**src/rtl/jpeg_arith_pkg.sv**
```systemverilog
// jpeg_arith_pkg: shared mode type, width helpers and stage-count function for the JPEG add/sub datapath
package jpeg_arith_pkg;
  typedef struct packed {
    logic sub;
    logic sgn;
    logic sat;
  } mode_t;
  function automatic int ceil_div(input int n, input int d);
    return (n + d - 1) / d;
  endfunction
  function automatic logic [63:0] ones(input int w);
    return (w >= 64) ? '1 : (64'd1 << w) - 64'd1;
  endfunction
  function automatic logic [63:0] smax(input int w);
    return ones(w) >> 1;
  endfunction
  function automatic logic [63:0] smin(input int w);
    return 64'd1 << (w - 1);
  endfunction
  localparam int WIDTH_DEF = 16;
  localparam int SEG_DEF = 4;
  localparam int STAGES = ceil_div(WIDTH_DEF, SEG_DEF);
endpackage

```
**src/rtl/jpeg_addsub_seg.sv**
```systemverilog
// jpeg_addsub_seg: combinational ripple segment producing sum, carry out and carry into its MSB
module jpeg_addsub_seg #(
  parameter int W = 4
) (
  input  logic [W-1:0] a,
  input  logic [W-1:0] b,
  input  logic         cin,
  output logic [W-1:0] sum,
  output logic         cout,
  output logic         c_msb
);
  assign {cout, sum} = {1'b0, a} + {1'b0, b} + {{W{1'b0}}, cin};
  assign c_msb = sum[W-1] ^ a[W-1] ^ b[W-1];
endmodule

```
**src/rtl/jpeg_pipe_addsub.sv**
```systemverilog
// jpeg_pipe_addsub: segmented-carry pipelined add/sub with per-beat modes, saturation and valid/ready handshake
module jpeg_pipe_addsub
  import jpeg_arith_pkg::*;
#(
  parameter int WIDTH = 16,
  parameter int SEG = 4
) (
  input  logic             clk,
  input  logic             rst,
  input  logic             in_valid,
  output logic             in_ready,
  input  logic [WIDTH-1:0] in_a,
  input  logic [WIDTH-1:0] in_b,
  input  logic             in_sub,
  input  logic             in_signed,
  input  logic             in_sat,
  output logic             out_valid,
  input  logic             out_ready,
  output logic [WIDTH-1:0] out_sum,
  output logic             out_cout,
  output logic             out_ovf,
  output logic             out_sat_hit
);
  localparam int NST = ceil_div(WIDTH, SEG);
  localparam logic [WIDTH-1:0] SMAX = WIDTH'(smax(WIDTH));
  localparam logic [WIDTH-1:0] SMIN = WIDTH'(smin(WIDTH));
  localparam logic [WIDTH-1:0] ONES = WIDTH'(ones(WIDTH));
  logic en, acc;
  assign en = !out_valid || out_ready;
  assign in_ready = en && !rst;
  assign acc = in_valid && in_ready;
  for (genvar k = 0; k < NST; k++) begin : g_st
    localparam int LO = k * SEG;
    localparam int W = (WIDTH - LO < SEG) ? WIDTH - LO : SEG;
    logic vi, ci, sc;
    mode_t mi;
    logic [WIDTH-LO-1:0] ah, bh;
    logic [W-1:0] ss;
    logic [LO+W-1:0] sn;
    if (k == 0) begin : g_in
      assign vi = acc;
      assign mi = {in_sub, in_signed, in_sat};
      assign ah = in_a;
      assign bh = in_sub ? ~in_b : in_b;
      assign ci = in_sub;
      assign sn = ss;
    end else begin : g_nx
      assign vi = g_st[k-1].g_mid.v_q;
      assign mi = g_st[k-1].g_mid.m_q;
      assign ah = g_st[k-1].g_mid.a_q;
      assign bh = g_st[k-1].g_mid.b_q;
      assign ci = g_st[k-1].g_mid.c_q;
      assign sn = {ss, g_st[k-1].g_mid.s_q};
    end
    if (k < NST - 1) begin : g_mid
      logic v_q, c_q, cm_unused;
      mode_t m_q;
      logic [WIDTH-LO-W-1:0] a_q, b_q;
      logic [LO+W-1:0] s_q;
      jpeg_addsub_seg #(.W(W)) u_seg (
        .a    (ah[W-1:0]),
        .b    (bh[W-1:0]),
        .cin  (ci),
        .sum  (ss),
        .cout (sc),
        .c_msb(cm_unused)
      );
      always_ff @(posedge clk) begin
        if (rst) begin
          v_q <= 1'b0;
          m_q <= '0;
          a_q <= '0;
          b_q <= '0;
          s_q <= '0;
          c_q <= 1'b0;
        end else if (en) begin
          v_q <= vi;
          m_q <= mi;
          a_q <= ah[WIDTH-LO-1:W];
          b_q <= bh[WIDTH-LO-1:W];
          s_q <= sn;
          c_q <= sc;
        end
      end
    end else begin : g_out
      logic sm, ovf;
      logic [WIDTH-1:0] sv;
      jpeg_addsub_seg #(.W(W)) u_seg (
        .a    (ah[W-1:0]),
        .b    (bh[W-1:0]),
        .cin  (ci),
        .sum  (ss),
        .cout (sc),
        .c_msb(sm)
      );
      assign ovf = mi.sgn ? sm ^ sc : mi.sub ^ sc;
      assign sv = mi.sgn ? (sn[WIDTH-1] ? SMAX : SMIN) : (mi.sub ? '0 : ONES);
      always_ff @(posedge clk) begin
        if (rst) begin
          out_valid <= 1'b0;
          out_sum <= '0;
          out_cout <= 1'b0;
          out_ovf <= 1'b0;
          out_sat_hit <= 1'b0;
        end else if (en) begin
          out_valid <= vi;
          out_sum <= (mi.sat && ovf) ? sv : sn;
          out_cout <= sc;
          out_ovf <= ovf;
          out_sat_hit <= mi.sat && ovf;
        end
      end
    end
  end
endmodule

```
**config.mk**
```make
export PLATFORM = sky130hd
export DESIGN_NAME = jpeg_pipe_addsub
export DESIGN_NICKNAME = d
export VERILOG_FILES = /design/src/rtl/jpeg_arith_pkg.sv /design/src/rtl/jpeg_addsub_seg.sv /design/src/rtl/jpeg_pipe_addsub.sv
export SDC_FILE = /design/constraint.sdc
export NUM_CORES = 1
export LEC_CHECK = 0
export CORE_MARGIN = 2
export CORE_UTILIZATION = 59
export CTS_CLUSTER_DIAMETER = 50
export DETAILED_ROUTE_END_ITERATION = 10
export PLACE_DENSITY_LB_ADDON = 0.15
export SKIP_LAST_GASP = 1
export SLEW_MARGIN = 15
export SYNTH_ARGS = -nofsm -noshare
export SYNTH_HDL_FRONTEND = slang
export SYNTH_HIERARCHICAL = 1
export SYNTH_SLANG_ARGS = --single-unit
```
**constraint.sdc**
```tcl
create_clock -name clk -period 6.3 [get_ports clk]
set_input_delay 0.945 -clock clk [delete_from_list [all_inputs] [get_ports clk]]
set_output_delay 0.945 -clock clk [all_outputs]
set_load 0.02 [all_outputs]
```
After elaboration in Yosys (flattened, before gate mapping)

Cells that the tools add are included.

Bits in registers: 107
Bits of input ports: 39
Output and inout port bits: 21
Logic and storage cells: 54

$add $sub $neg: 8
Multiplexer cells: 6
Bitwise logic cells: 5
Reduce and logical (&&, ||, !) cells: 6

Operators by type and width:

| operator             | number |
|---|---|
| 2-to-1 mux 16 bit    | 5 |
| adder 4 x 4 -> 5 bit | 4 |
| adder 5 x 1 -> 5 bit | 4 |
| NOT 16 bit           | 1 |
| XOR 1 bit            | 4 |
| logical AND 1 bit    | 3 |
| logical NOT 1 bit    | 2 |
| logical OR 1 bit     | 1 |
| 2-to-1 mux 1 bit     | 1 |

Longest topological paths before layout

Gate-level depths: netlist (run 1).

Depth in word-level cells: 8
Depth in mapped cells: 11

Hierarchy

Netlist (run 1), hierarchy kept.

Modules (own cells, without submodules):

| module           | instances | cells each | area each (sq um) | seq. area each (sq um) |
|---|---|---|---|---|
| jpeg_pipe_addsub | 1         | 450        | 3860.0            | 2142.1 |
| jpeg_addsub_seg  | 4         | 19         | 177.7             | 0.0 |

Worst setup path before layout (run 1)

Ideal clock, no wire load.

Path type: input to register
From: input port in_sub
To: register g_st[0].g_mid.c_q
Arrival time: 2.660 ns
Setup slack: 3.569 ns
Stages on the path: 11
Buffers on the path: 2
Cells stage by stage: buf_2 buf_2 xor2_1 fa_1 inv_1 fa_1 nor2b_1 o21ai_0 nand2b_1 nand2_1 a21oi_1

Word-level cells in the longest chain between the ends: 3

RTL lines:

| item                   | RTL line               | RTL |
|---|---|---|
| start: declaration     | jpeg_pipe_addsub.sv:14 | `input logic in_sub,` |
| 2-to-1 mux 16 bit      | jpeg_pipe_addsub.sv:44 | `assign bh = in_sub ? ~in_b : in_b;` |
| via g_st[0].bh[0]      | jpeg_pipe_addsub.sv:37 | `logic [WIDTH-LO-1:0] ah, bh;` |
| adder 4 x 4 -> 5 bit   | jpeg_addsub_seg.sv:12  | `assign {cout, sum} = {1'b0, a} + {1'b0, b} + {{W{1'b0}}, cin};` |
| adder 5 x 1 -> 5 bit   | jpeg_addsub_seg.sv:12  |  |
| via g_st[0].sc         | jpeg_pipe_addsub.sv:35 | `logic vi, ci, sc;` |
| end signal: assignment | jpeg_pipe_addsub.sv:75 | `c_q <= 1'b0;` |
| end signal: assignment | jpeg_pipe_addsub.sv:82 | `c_q <= sc;` |
| end: declaration       | jpeg_pipe_addsub.sv:56 | `logic v_q, c_q, cm_unused;` |

The timed path passes the listed nets, and every way through them passes these cells.
A chain may end at the register's enable or synchronous reset.

Final worst setup path (run 1)

From: input port out_ready
To: output port in_ready

Word-level cells in the longest chain between the ends: 2

RTL lines:

| item               | RTL line               | RTL |
|---|---|---|
| start: declaration | jpeg_pipe_addsub.sv:18 | `input logic out_ready,` |
| logical OR 1 bit   | jpeg_pipe_addsub.sv:29 | `assign en = !out_valid \|\| out_ready;` |
| logical AND 1 bit  | jpeg_pipe_addsub.sv:30 | `assign in_ready = en && !rst;` |
| end: declaration   | jpeg_pipe_addsub.sv:11 | `output logic in_ready,` |

Every way passes these cells.

==> results of run 1 <==
-- cell type report --
cell class | instances | area [um^2] | share of cell area, %
sequential | 107 | 2140 | 40.4
multi-input combinational | 357 | 2140 | 40.4
timing repair buffer | 62 | 628 | 11.9
clock buffer | 12 | 165 | 3.12
tap | 99 | 124 | 2.34
inverter | 17 | 63.8 | 1.20
clock inverter | 2 | 35.0 | 0.661
-- per-stage QoR --
| step | instance area [um^2] | worst slack, ns | power [uW] | instances |
|---|---|---|---|---|
| 4_1_cts | 5270 | 2.53 | 1340 | 655 |
| 5_1_grt | 5300 | 2.42 | 1390 | 656 |
| 3_3_place_gp | 5070 | 2.55 | 921 | 641 |
| 2_1_floorplan | 4490 | 3.57 | 868 | 517 |
| 6_report | 5300 | 2.54 | 1330 | 656 |
| 3_5_place_dp | 5070 | 2.53 | 927 | 641 |
-- layer usage --
| metal | global-route usage, % | share of wire [%] | vias to the layer above |
|---|---|---|---|
| li1 | - | - | 1774 |
| met1 | 26.1 | 48 | 1546 |
| met2 | 32.3 | 46 | 79 |
| met3 | 3.57 | 4.3 | 10 |
| met4 | 7.20 | 1.4 | 0 |
| met5 | 0 | 0 | - |
-- cells in the final DEF, fill, tap and decap left out, types with 2 or more instances in the layout --
cell type / n
buf_4: 2
fa_1: 8
o221a_2: 15
a21oi_4: 4
xnor2_1: 23
a21o_1: 4
clkbuf_8: 12
nand2b_1: 4
a21oi_1: 78
xor2_1: 4
a211oi_1: 12
nor2_1: 18
inv_1: 17
ha_1: 12
nand2_1: 156
nor2b_1: 4
clkdlybuf4s50_1: 58
dfxtp_1: 107
o21ai_0: 5
-- registers in the layout, summed over array words and instances, names as in the netlist --
register / count
g_st.g_mid.b_q: 24
g_st.g_mid.m_q: 9
out_valid: 1
out_sat_hit: 1
g_st.g_mid.a_q: 24
g_st.g_mid.s_q: 24
g_st.g_mid.c_q: 3
g_st.g_mid.v_q: 3
out_ovf: 1
out_sum: 16
out_cout: 1
-- how the worst max path moves through the flow --
stage / start / to / cells after the start
floorplan: in_sub / g_st[0].g_mid.c_q$_SDFFE_PP0P_ / 11
global placement: out_ready / in_ready / 5
detailed placement: out_ready / in_ready / 5
CTS: out_ready / in_ready / 5
global route: out_ready / in_ready / 5
finish: out_ready / in_ready / 5
-- power groups by stage --
stage	logic [uW]	registers [uW]	clock network, uW
floorplan	107	760	0
global placement	162	758	0
detailed placement	167	760	0
CTS	170	744	424
global route	189	750	454
finish	169	744	417
-- tightest hold or removal path, cell delays in order, from the launching register on --
cell and delay, ns:
dfxtp_1 0.32, nand2_1 0.05, a21oi_1 0.05
==> key figures, run 1 <==
Status
  • Outcome: complete, no violations

Min path
  • Worst Hold Path Cells: 2
  • End point of the worst hold path: g_st[1].g_mid.a_q[6]$_SDFFE_PP0P_
  • Min-Delay Startpoint: g_st[1].g_mid.a_q[6]$_SDFFE_PP0P_
  • Worst hold path type: register to register

Critical path
  • Crit Path Max Fanout: 82
  • R2r setup slk: 3.69 ns
  • CP cell instances: clkdlybuf4s50_1 -> nor2b_4 -> buf_4 -> nor2_1 -> clkdlybuf4s50_1
  • Kind of critical path: input port to primary output
  • Crit path launch type: input port
  • Kind of cell adding the most delay to the critical path: buffers and inverters
  • Reg2Reg Launch Point: g_st[2].g_mid.a_q[0]$_SDFFE_PP0P_
  • Reg2reg end: out_sum[12]$_SDFFE_PP0P_
  • Path depth of the worst reg2reg path: 9
  • Worst Path Buf+Inv: 3
  • Nature of the critical path endpoint: primary output
  • Crit path top cell by count: clkdlybuf4s50_1
  • Worst EP required: 5.35 ns
  • CP max stage cell: buf_4
  • CP arrival: 2.82 ns
  • CP max stage delay: 0.61 ns

Route
  • Final WL: 7810 um
  • DRC: 0
  • Vias per cell: 5.20
  • Drt wl/cell: 11.9 um
  • TritonRoute pass-1 iters: 4
  • Post-route ant nets: 0
  • Drt initial violations: 199
  • Routed vias: 3409

Global routing
  • Vias in the first global route: 3079
  • GRT Util Overall: 19.7%
  • Grt ovf: 0
  • Initial antenna violation count: 0
  • First-pass GRT wire length: 13600 um
  • Largest net degree at the start of global routing: 120

Clock network
  • Max clock buf depth: 2
  • Htree depth: 3
  • CTS tree: built
  • Inserted Clock Buffers: 9
  • Number of gates resized after CTS: 0
  • Post-CTS setup buffers: 0
  • CTS Root Cell: clkbuf_8
  • Clock latency at the later pin of the worst-skew pair: 0.36 ns
  • Clock slew at reported path FFs: 0.08 ns
  • Total clock sinks: 107
  • # hold bufs at CTS: 0

Die
  • Core area: 7330 um^2
  • Full die area: 8330 um^2
  • Std cell rows: 31
  • Top Ports: 60
  • Die Span X: 91.3 um
  • Die height: 91.3 um
  • Initial Utilization: 61.3%

Timing
  • Minimum clock period: 3.76 ns
  • RSZ-0062 raised after global routing: no
  • Final Hold Slack: 0.453 ns
  • Final Max Slew Viols: 0
  • Hold Fails Final Rpt: 0
  • Relative slew slack: 36.7%
  • Fin crit share: 59.7%
  • Setup TNS: 0 ns
  • Post-Route Skew: 0.00680 ns
  • Achievable frequency: 0.266 GHz
  • Endpoints failing setup: 0
  • Tightest Pin Transition: 0.946 ns

Final layout
  • Fill cell total of the finished layout: 553
  • Final nets: 613
  • Area growth syn-to-layout: 17.9%
  • ANT cells: 0
  • Fin util: 72.3%
  • Share of layout cells above drive strength 1: 7.72%

Logic synthesis
  • Synthesized Nets: 576
  • Synth warnings: 6
  • Cells after synthesis: 517
  • Syn Std Cell Area: 4490 um^2
  • Synthesized area per cell: 8.69 um^2

Pwr
  • Sequential Power Share: 55.9%
  • Switching Power: 312 uW
  • Leakage: 0.00208 uW
  • Worst IR Drop VDD: 129 uV
  • Int Power: 1020 uW
  • Combinational Power Share: 12.7%
  • P per Cell Area: 251 nW/um^2
  • Switching share of power: 23.4%
  • Clock power share: 31.3%

Flow run
  • Maxcap violations: 0

Placed design
  • Dpl hpwl: 5000 um
  • Port Buffers: 59
  • Final GP Congestion: 0.778
Note: power is estimated with default switching activity, not from simulation.
==> run 2, diff against run 1 <==
--- a/config.mk
+++ b/config.mk
@@ -6,7 +6,7 @@
 export NUM_CORES = 1
 export LEC_CHECK = 0
 export CORE_MARGIN = 2
-export CORE_UTILIZATION = 59
+export CORE_UTILIZATION = 55
 export CTS_CLUSTER_DIAMETER = 50
 export DETAILED_ROUTE_END_ITERATION = 10
 export PLACE_DENSITY_LB_ADDON = 0.15
==> constraint.sdc (replaced) <==
create_clock -name clk -period 3.5 [get_ports clk]
set_input_delay 0.525 -clock clk [delete_from_list [all_inputs] [get_ports clk]]
set_output_delay 0.525 -clock clk [all_outputs]
set_load 0.02 [all_outputs]
==> run 2 against run 1 <==
Sequential power up 80%. Critical path depth up 3. Die area up 6.9%. Hold slack better by 0.0027 ns. Sequential share of layout area down 0.28 points. Utilization down 3.9 points. Via count up 0.53%. Total power up 87%. Final cell count up 0.91%. Non-clock buffer count up 1. Largest cell class unchanged.
==> key figures, run 2 (synthesis results as in run 1) <==
Status
  • Outcome: complete, no violations (unchanged)

Clock network
  • CTS tree: built (unchanged)
  • # hold bufs at CTS: 0 (unchanged)
  • Htree depth: 3 (unchanged)
  • Clock slew at reported path FFs: 0.11 ns (was 0.08 ns)
  • Total clock sinks: 107 (unchanged)
  • Number of gates resized after CTS: 0 (unchanged)
  • Max clock buf depth: 2 (unchanged)
  • Post-CTS setup buffers: 0 (unchanged)
  • Clock latency at the later pin of the worst-skew pair: 0.37 ns (was 0.36 ns)
  • CTS Root Cell: clkbuf_8 (unchanged)
  • Inserted Clock Buffers: 9 (unchanged)

Critical path
  • Critical Path Start: g_st[2].g_mid.a_q[0]$_SDFFE_PP0P_ (was out_ready)
  • CP cell instances: fa_1 -> a21o_1 -> a21oi_4 -> xnor2_1 -> mux2i_1 -> xnor2_2 -> a41oi_2 -> o221a_2 (was clkdlybuf4s50_1 -> nor2b_4 -> buf_4 -> nor2_1 -> clkdlybuf4s50_1)
  • CP max stage cell: a41oi_2 (was buf_4)
  • Crit Path Max Fanout: 15 (was 82)
  • Kind of cell adding the most delay to the critical path: compound AO/OA/AOI/OAI gates (was buffers and inverters)
  • Reg2Reg Launch Point: g_st[2].g_mid.a_q[0]$_SDFFE_PP0P_ (unchanged)
  • Worst Path Buf+Inv: 0 (was 3)
  • CP Depth: 8 (was 5)
  • Worst EP required: 3.81 ns (was 5.35 ns)
  • CP arrival: 2.93 ns (was 2.82 ns)
  • R2r setup slk: 0.88 ns (was 3.69 ns)
  • Crit path launch type: register (was input port)
  • CP max stage delay: 0.59 ns (was 0.61 ns)
  • Kind of critical path: register to register (was input port to primary output)
  • Nature of the critical path endpoint: register (was primary output)
  • Path depth of the worst reg2reg path: 8 (was 9)

Final layout
  • Most frequent cells in the layout: 156 x nand2_1, 107 x dfxtp_1, 78 x a21oi_1, 58 x clkdlybuf4s50_1, 23 x xnor2_1 (unchanged)
  • Commonest non-fill, non-tap cell in the layout: nand2_1 (unchanged)
  • Multi-input logic area: 2140 um^2 (unchanged)
  • Register Area: 2140 um^2 (unchanged)
  • Final nets: 614 (was 613)
  • Fill cell total of the finished layout: 664 (was 553)
  • ANT cells: 0 (unchanged)
  • Area growth syn-to-layout: 18.8% (was 17.9%)
  • Fin util: 68.3% (was 72.3%)
  • Final instance area: 5340 um^2 (was 5300 um^2)
  • Top flop regs: g_st.g_mid.a_q: 24 flops, g_st.g_mid.b_q: 24 flops, g_st.g_mid.s_q: 24 flops (unchanged)
  • Share of layout cells above drive strength 1: 8.21% (was 7.72%)

Global routing
  • Initial antenna violation count: 0 (unchanged)
  • Met1 Use GR: 27.8% (was 26.1%)
  • Largest net degree at the start of global routing: 94 (was 120)
  • GRT met3 Usage: 2.63% (was 3.57%)
  • Grt met2 use: 33.2% (was 32.3%)
  • Vias in the first global route: 3247 (was 3079)
  • Grt ovf: 0 (unchanged)
  • Most Crowded Layer GR: met2 (unchanged)
  • First-pass GRT wire length: 14500 um (was 13600 um)
  • GRT Util Overall: 20.4% (was 19.7%)

Route
  • DRC: 0 (unchanged)
  • Routed vias: 3427 (was 3409)
  • Post-route ant nets: 0 (unchanged)
  • Vias per cell: 5.18 (was 5.20)
  • Final WL: 8430 um (was 7810 um)
  • TritonRoute pass-1 iters: 4 (unchanged)
  • Drt wl/cell: 12.7 um (was 11.9 um)
  • Drt initial violations: 162 (was 199)

Pwr
  • Leakage: 0.00209 uW (was 0.00208 uW)
  • Worst IR Drop VDD: 195 uV (was 129 uV)
  • Final Total Pwr: 2490 uW (was 1330 uW)
  • P per Cell Area: 467 nW/um^2 (was 251 nW/um^2)

Flow run
  • Maxcap violations: 0 (unchanged)

Placed design
  • Dpl hpwl: 5590 um (was 5000 um)
  • Pre-CTS WS: 0.888 ns (was 2.53 ns)
  • Final GP Congestion: 0.820 (was 0.778)
  • Port Buffers: 59 (unchanged)
  • Area after DPL: 5100 um^2 (was 5070 um^2)

Timing
  • Relative slew slack: 38.1% (was 36.7%)
  • Final Max Slew Viols: 0 (unchanged)
  • Post-Route Skew: 0.0136 ns (was 0.00680 ns)
  • Tightest Pin Transition: 0.928 ns (was 0.946 ns)
  • Achievable frequency: 0.382 GHz
  • Hold Fails Final Rpt: 0 (unchanged)
  • RSZ-0062 raised after global routing: no (unchanged)
  • Minimum clock period: 2.62 ns
  • Setup TNS: 0 ns (unchanged)
  • Fin crit share: 74.7%
  • Endpoints failing setup: 0 (unchanged)
  • Worst path setup slack after routing: 0.885 ns (was 2.54 ns)

Die
  • Std cell rows: 32 (was 31)
  • Top Ports: 60 (unchanged)
  • Die height: 94.4 um (was 91.3 um)
  • Full die area: 8910 um^2 (was 8330 um^2)
  • Core area: 7810 um^2 (was 7330 um^2)
  • Die Span X: 94.4 um (was 91.3 um)
  • Initial Utilization: 57.5% (was 61.3%)

Min path
  • Worst Hold Path Cells: 2 (unchanged)
  • Worst hold path type: register to register (unchanged)
  • Min-Delay Startpoint: g_st[0].g_mid.m_q[1]$_SDFFE_PP0P_ (was g_st[1].g_mid.a_q[6]$_SDFFE_PP0P_)
## run 2: worst register-to-register path: stages, from the launching register on
cell	delay, ns
dfxtp_1	0.34
fa_1	0.45
a21o_1	0.22
a21oi_4	0.18
xnor2_1	0.09
mux2i_1	0.22
xnor2_2	0.16
a41oi_2	0.59
o221a_2	0.31
## run 2: cell type report
type | count | area share (%)
Clock inverter | 7 | 2.06
Multi-Input combinational cell | 357 | 40.1
Sequential cell | 107 | 40.1
Inverter | 17 | 1.20
Clock buffer | 9 | 2.32
Tap cell | 102 | 2.39
Timing Repair Buffer | 63 | 11.8
## run 2: routing by layer
layer	routed length (um)	share of wire [%]	vias to the layer above
met4	130	1.5	0
met3	278	3.3	11
li1	-	-	1786
met5	0	0	-
met1	4080	48	1561
met2	3940	47	69
## run 2: report_power, final
group          total [uW]  switching [uW]  internal, uW
registers            1340            44.9          1300
clock network         847             432           415
logic                 306             149           157
## run 2: metrics by stage
step / cells / hold slack, ns
floorplan: 517 / 0.432
global placement: 646 / 0.438
detailed placement: 646 / 0.446
CTS: 662 / 0.454
global route: 662 / 0.477
finish: 662 / 0.456
## run 2: final timing paths
| check | to |
|---|---|
| setup reg to reg | out_sum[13]$_SDFFE_PP0P_ |
| hold / removal | g_st[0].g_mid.m_q[1]$_SDFFE_PP0P_ |
| setup / recovery | out_sum[13]$_SDFFE_PP0P_ |
| hold reg to reg | g_st[0].g_mid.m_q[1]$_SDFFE_PP0P_ |
==> run 3, diff against run 2 <==
--- a/config.mk
+++ b/config.mk
@@ -6,7 +6,7 @@
 export NUM_CORES = 1
 export LEC_CHECK = 0
 export CORE_MARGIN = 2
-export CORE_UTILIZATION = 55
+export CORE_UTILIZATION = 49
 export CTS_CLUSTER_DIAMETER = 50
 export DETAILED_ROUTE_END_ITERATION = 10
 export PLACE_DENSITY_LB_ADDON = 0.15
==> constraint.sdc (replaced) <==
create_clock -name clk -period 2.3 [get_ports clk]
set_input_delay 0.345 -clock clk [delete_from_list [all_inputs] [get_ports clk]]
set_output_delay 0.345 -clock clk [all_outputs]
set_load 0.02 [all_outputs]
==> run 3 against run 2 <==
Count of clock-buffer cells in the layout rose by 3. Global-route usage down 2.1 points. Sequential power rose by 52%. Clock power is 32% higher. Flip-flop and latch count is the same. Fmax increased by 15%. Setup slack worse by 0.86 ns. First-iteration DRC count shrank 35%. Non-clock buffer count up 12.
==> key figures, run 3 (synthesis results as in run 1) <==
Placed design
  • Pre-CTS WS: -0.260 ns (was 0.888 ns)
  • Port Buffers: 59 (unchanged)
  • Final GP Congestion: 0.800 (was 0.820)
  • Area after DPL: 5190 um^2 (was 5100 um^2)
  • Dpl hpwl: 5930 um (was 5590 um)

Die
  • Initial Utilization: 51.0% (was 57.5%)
  • Full die area: 9950 um^2 (was 8910 um^2)
  • Core area: 8810 um^2 (was 7810 um^2)
  • Die height: 99.7 um (was 94.4 um)
  • Die Span X: 99.7 um (was 94.4 um)
  • Top Ports: 60 (unchanged)
  • Std cell rows: 34 (was 32)

Clock network
  • # hold bufs at CTS: 0 (unchanged)
  • Clock latency at the later pin of the worst-skew pair: 0.36 ns (was 0.37 ns)
  • Max clock buf depth: 2 (unchanged)
  • CTS Root Cell: clkbuf_8 (unchanged)
  • Htree depth: 3 (unchanged)
  • Total clock sinks: 107 (unchanged)
  • CTS tree: built (unchanged)
  • Inserted Clock Buffers: 9 (unchanged)
  • Clock slew at reported path FFs: 0.10 ns (was 0.11 ns)

Global routing
  • Initial antenna violation count: 0 (unchanged)
  • Largest net degree at the start of global routing: 60 (was 94)
  • Grt ovf: 0 (unchanged)
  • Vias in the first global route: 3211 (was 3247)
  • First-pass GRT wire length: 14800 um (was 14500 um)
  • GRT Util Overall: 18.3% (was 20.4%)

Timing
  • Hold Fails Final Rpt: 0 (unchanged)
  • Endpoints failing setup: 0 (unchanged)
  • RSZ-0062 raised after global routing: yes (was no)
  • Post-Route Skew: 0.0129 ns (was 0.0136 ns)
  • Achievable frequency: 0.439 GHz (was 0.382 GHz)
  • Final Max Slew Viols: 0 (unchanged)
  • Worst path setup slack after routing: 0.0216 ns (was 0.885 ns)
  • Relative slew slack: 59.6% (was 38.1%)
  • Minimum clock period: 2.28 ns (was 2.62 ns)
  • Fin crit share: 99.1% (was 74.7%)
  • Tightest Pin Transition: 0.605 ns (was 0.928 ns)

Flow run
  • Maxcap violations: 0 (unchanged)

Final layout
  • Fin util: 62.0% (was 68.3%)
  • Top flop regs: g_st.g_mid.a_q: 24 flops, g_st.g_mid.b_q: 24 flops, g_st.g_mid.s_q: 24 flops (unchanged)
  • Most frequent cells in the layout: 155 x nand2_1, 106 x dfxtp_1, 78 x a21oi_1, 58 x clkdlybuf4s50_1, 23 x xnor2_1 (was 156 x nand2_1, 107 x dfxtp_1, 78 x a21oi_1, 58 x clkdlybuf4s50_1, 23 x xnor2_1)
  • ANT cells: 0 (unchanged)
  • Final instance area: 5460 um^2 (was 5340 um^2)
  • Area growth syn-to-layout: 21.5% (was 18.8%)
  • Commonest non-fill, non-tap cell in the layout: nand2_1 (unchanged)
  • Final nets: 626 (was 614)
  • Share of layout cells above drive strength 1: 10.8% (was 8.21%)

Route
  • Routed vias: 3471 (was 3427)
  • Vias per cell: 5.10 (was 5.18)
  • Drt wl/cell: 12.8 um (was 12.7 um)
  • Post-route ant nets: 0 (unchanged)
  • TritonRoute pass-1 iters: 4 (unchanged)
  • DRC: 0 (unchanged)
  • Final WL: 8680 um (was 8430 um)
  • Drt initial violations: 106 (was 162)

Critical path
  • Kind of critical path: register to register (unchanged)
  • CP arrival: 2.54 ns (was 2.93 ns)
  • Crit path launch type: register (unchanged)
  • Nature of the critical path endpoint: register (unchanged)
  • Worst EP required: 2.56 ns (was 3.81 ns)
  • R2r setup slk: 0.02 ns (was 0.88 ns)
  • Crit Path Max Fanout: 15 (unchanged)

Pwr
  • P per Cell Area: 668 nW/um^2 (was 467 nW/um^2)
  • Leakage: 0.00216 uW (was 0.00209 uW)
  • Final Total Pwr: 3650 uW (was 2490 uW)
  • Worst IR Drop VDD: 348 uV (was 195 uV)

Status
  • Outcome: complete, no violations (unchanged)

Min path
  • Worst hold path type: register to register (unchanged)
[run 3: critical path, cell delays in order, from the launching register on]
cell and delay, ns:
dfxtp_2 0.34, fa_2 0.39, a21o_1 0.20, a21oi_4 0.16, xnor2_1 0.13, mux2i_1 0.13
xnor2_2 0.25, buf_4 0.17, a41oi_4 0.11, buf_12 0.18, o221a_2 0.12
[run 3: final cells by class]
cell class / instances / area [um^2]
tap: 108 / 135
timing repair buffer: 75 / 756
clock inverter: 4 / 31.3
sequential: 107 / 2140
inverter: 17 / 63.8
multi-input combinational: 357 / 2160
fill: 799 / 3350
clock buffer: 12 / 165
[run 3: path summary, 6_finish.rpt]
| path | start | end | depth (start not counted) |
|---|---|---|---|
| min | g_st[0].g_mid.a_q[8]$_SDFFE_PP0P_ | g_st[0].g_mid.a_q[8]$_SDFFE_PP0P_ | 2 |
| max | g_st[2].g_mid.a_q[0]$_SDFFE_PP0P_ | out_sum[14]$_SDFFE_PP0P_ | 10 |
| max reg2reg | g_st[2].g_mid.a_q[0]$_SDFFE_PP0P_ | out_sum[14]$_SDFFE_PP0P_ | 10 |
| min reg2reg | g_st[0].g_mid.a_q[8]$_SDFFE_PP0P_ | g_st[0].g_mid.a_q[8]$_SDFFE_PP0P_ | 2 |
[run 3: per-stage QoR]
step,TNS [ns],hold slack [ns],std cells
finish,0,0.456,680
global route,-0.864,0.478,680
CTS,0,0.457,678
detailed placement,-3.77,0.444,660
global placement,-2.35,0.438,660
floorplan,0,0.432,517
[run 3: routing by layer]
metal | part of all wire, % | track usage (%)
met1 | 49 | 24.3
met2 | 47 | 29.7
met3 | 3.1 | 4.08
met4 | 1.2 | 5.90
met5 | 0 | 0
[run 3: where the power goes]
part | switching [uW] | internal [uW] | total (uW)
Clock | 626 | 492 | 1120
Combinational | 236 | 252 | 488
Sequential | 68.8 | 1970 | 2040
[run 3: repair_timing]
item	CTS	global route
gates cloned	0	0
gates resized for setup	3	2
setup buffers	2	2
pin swaps	4	1
setup endpoints to repair	16	18
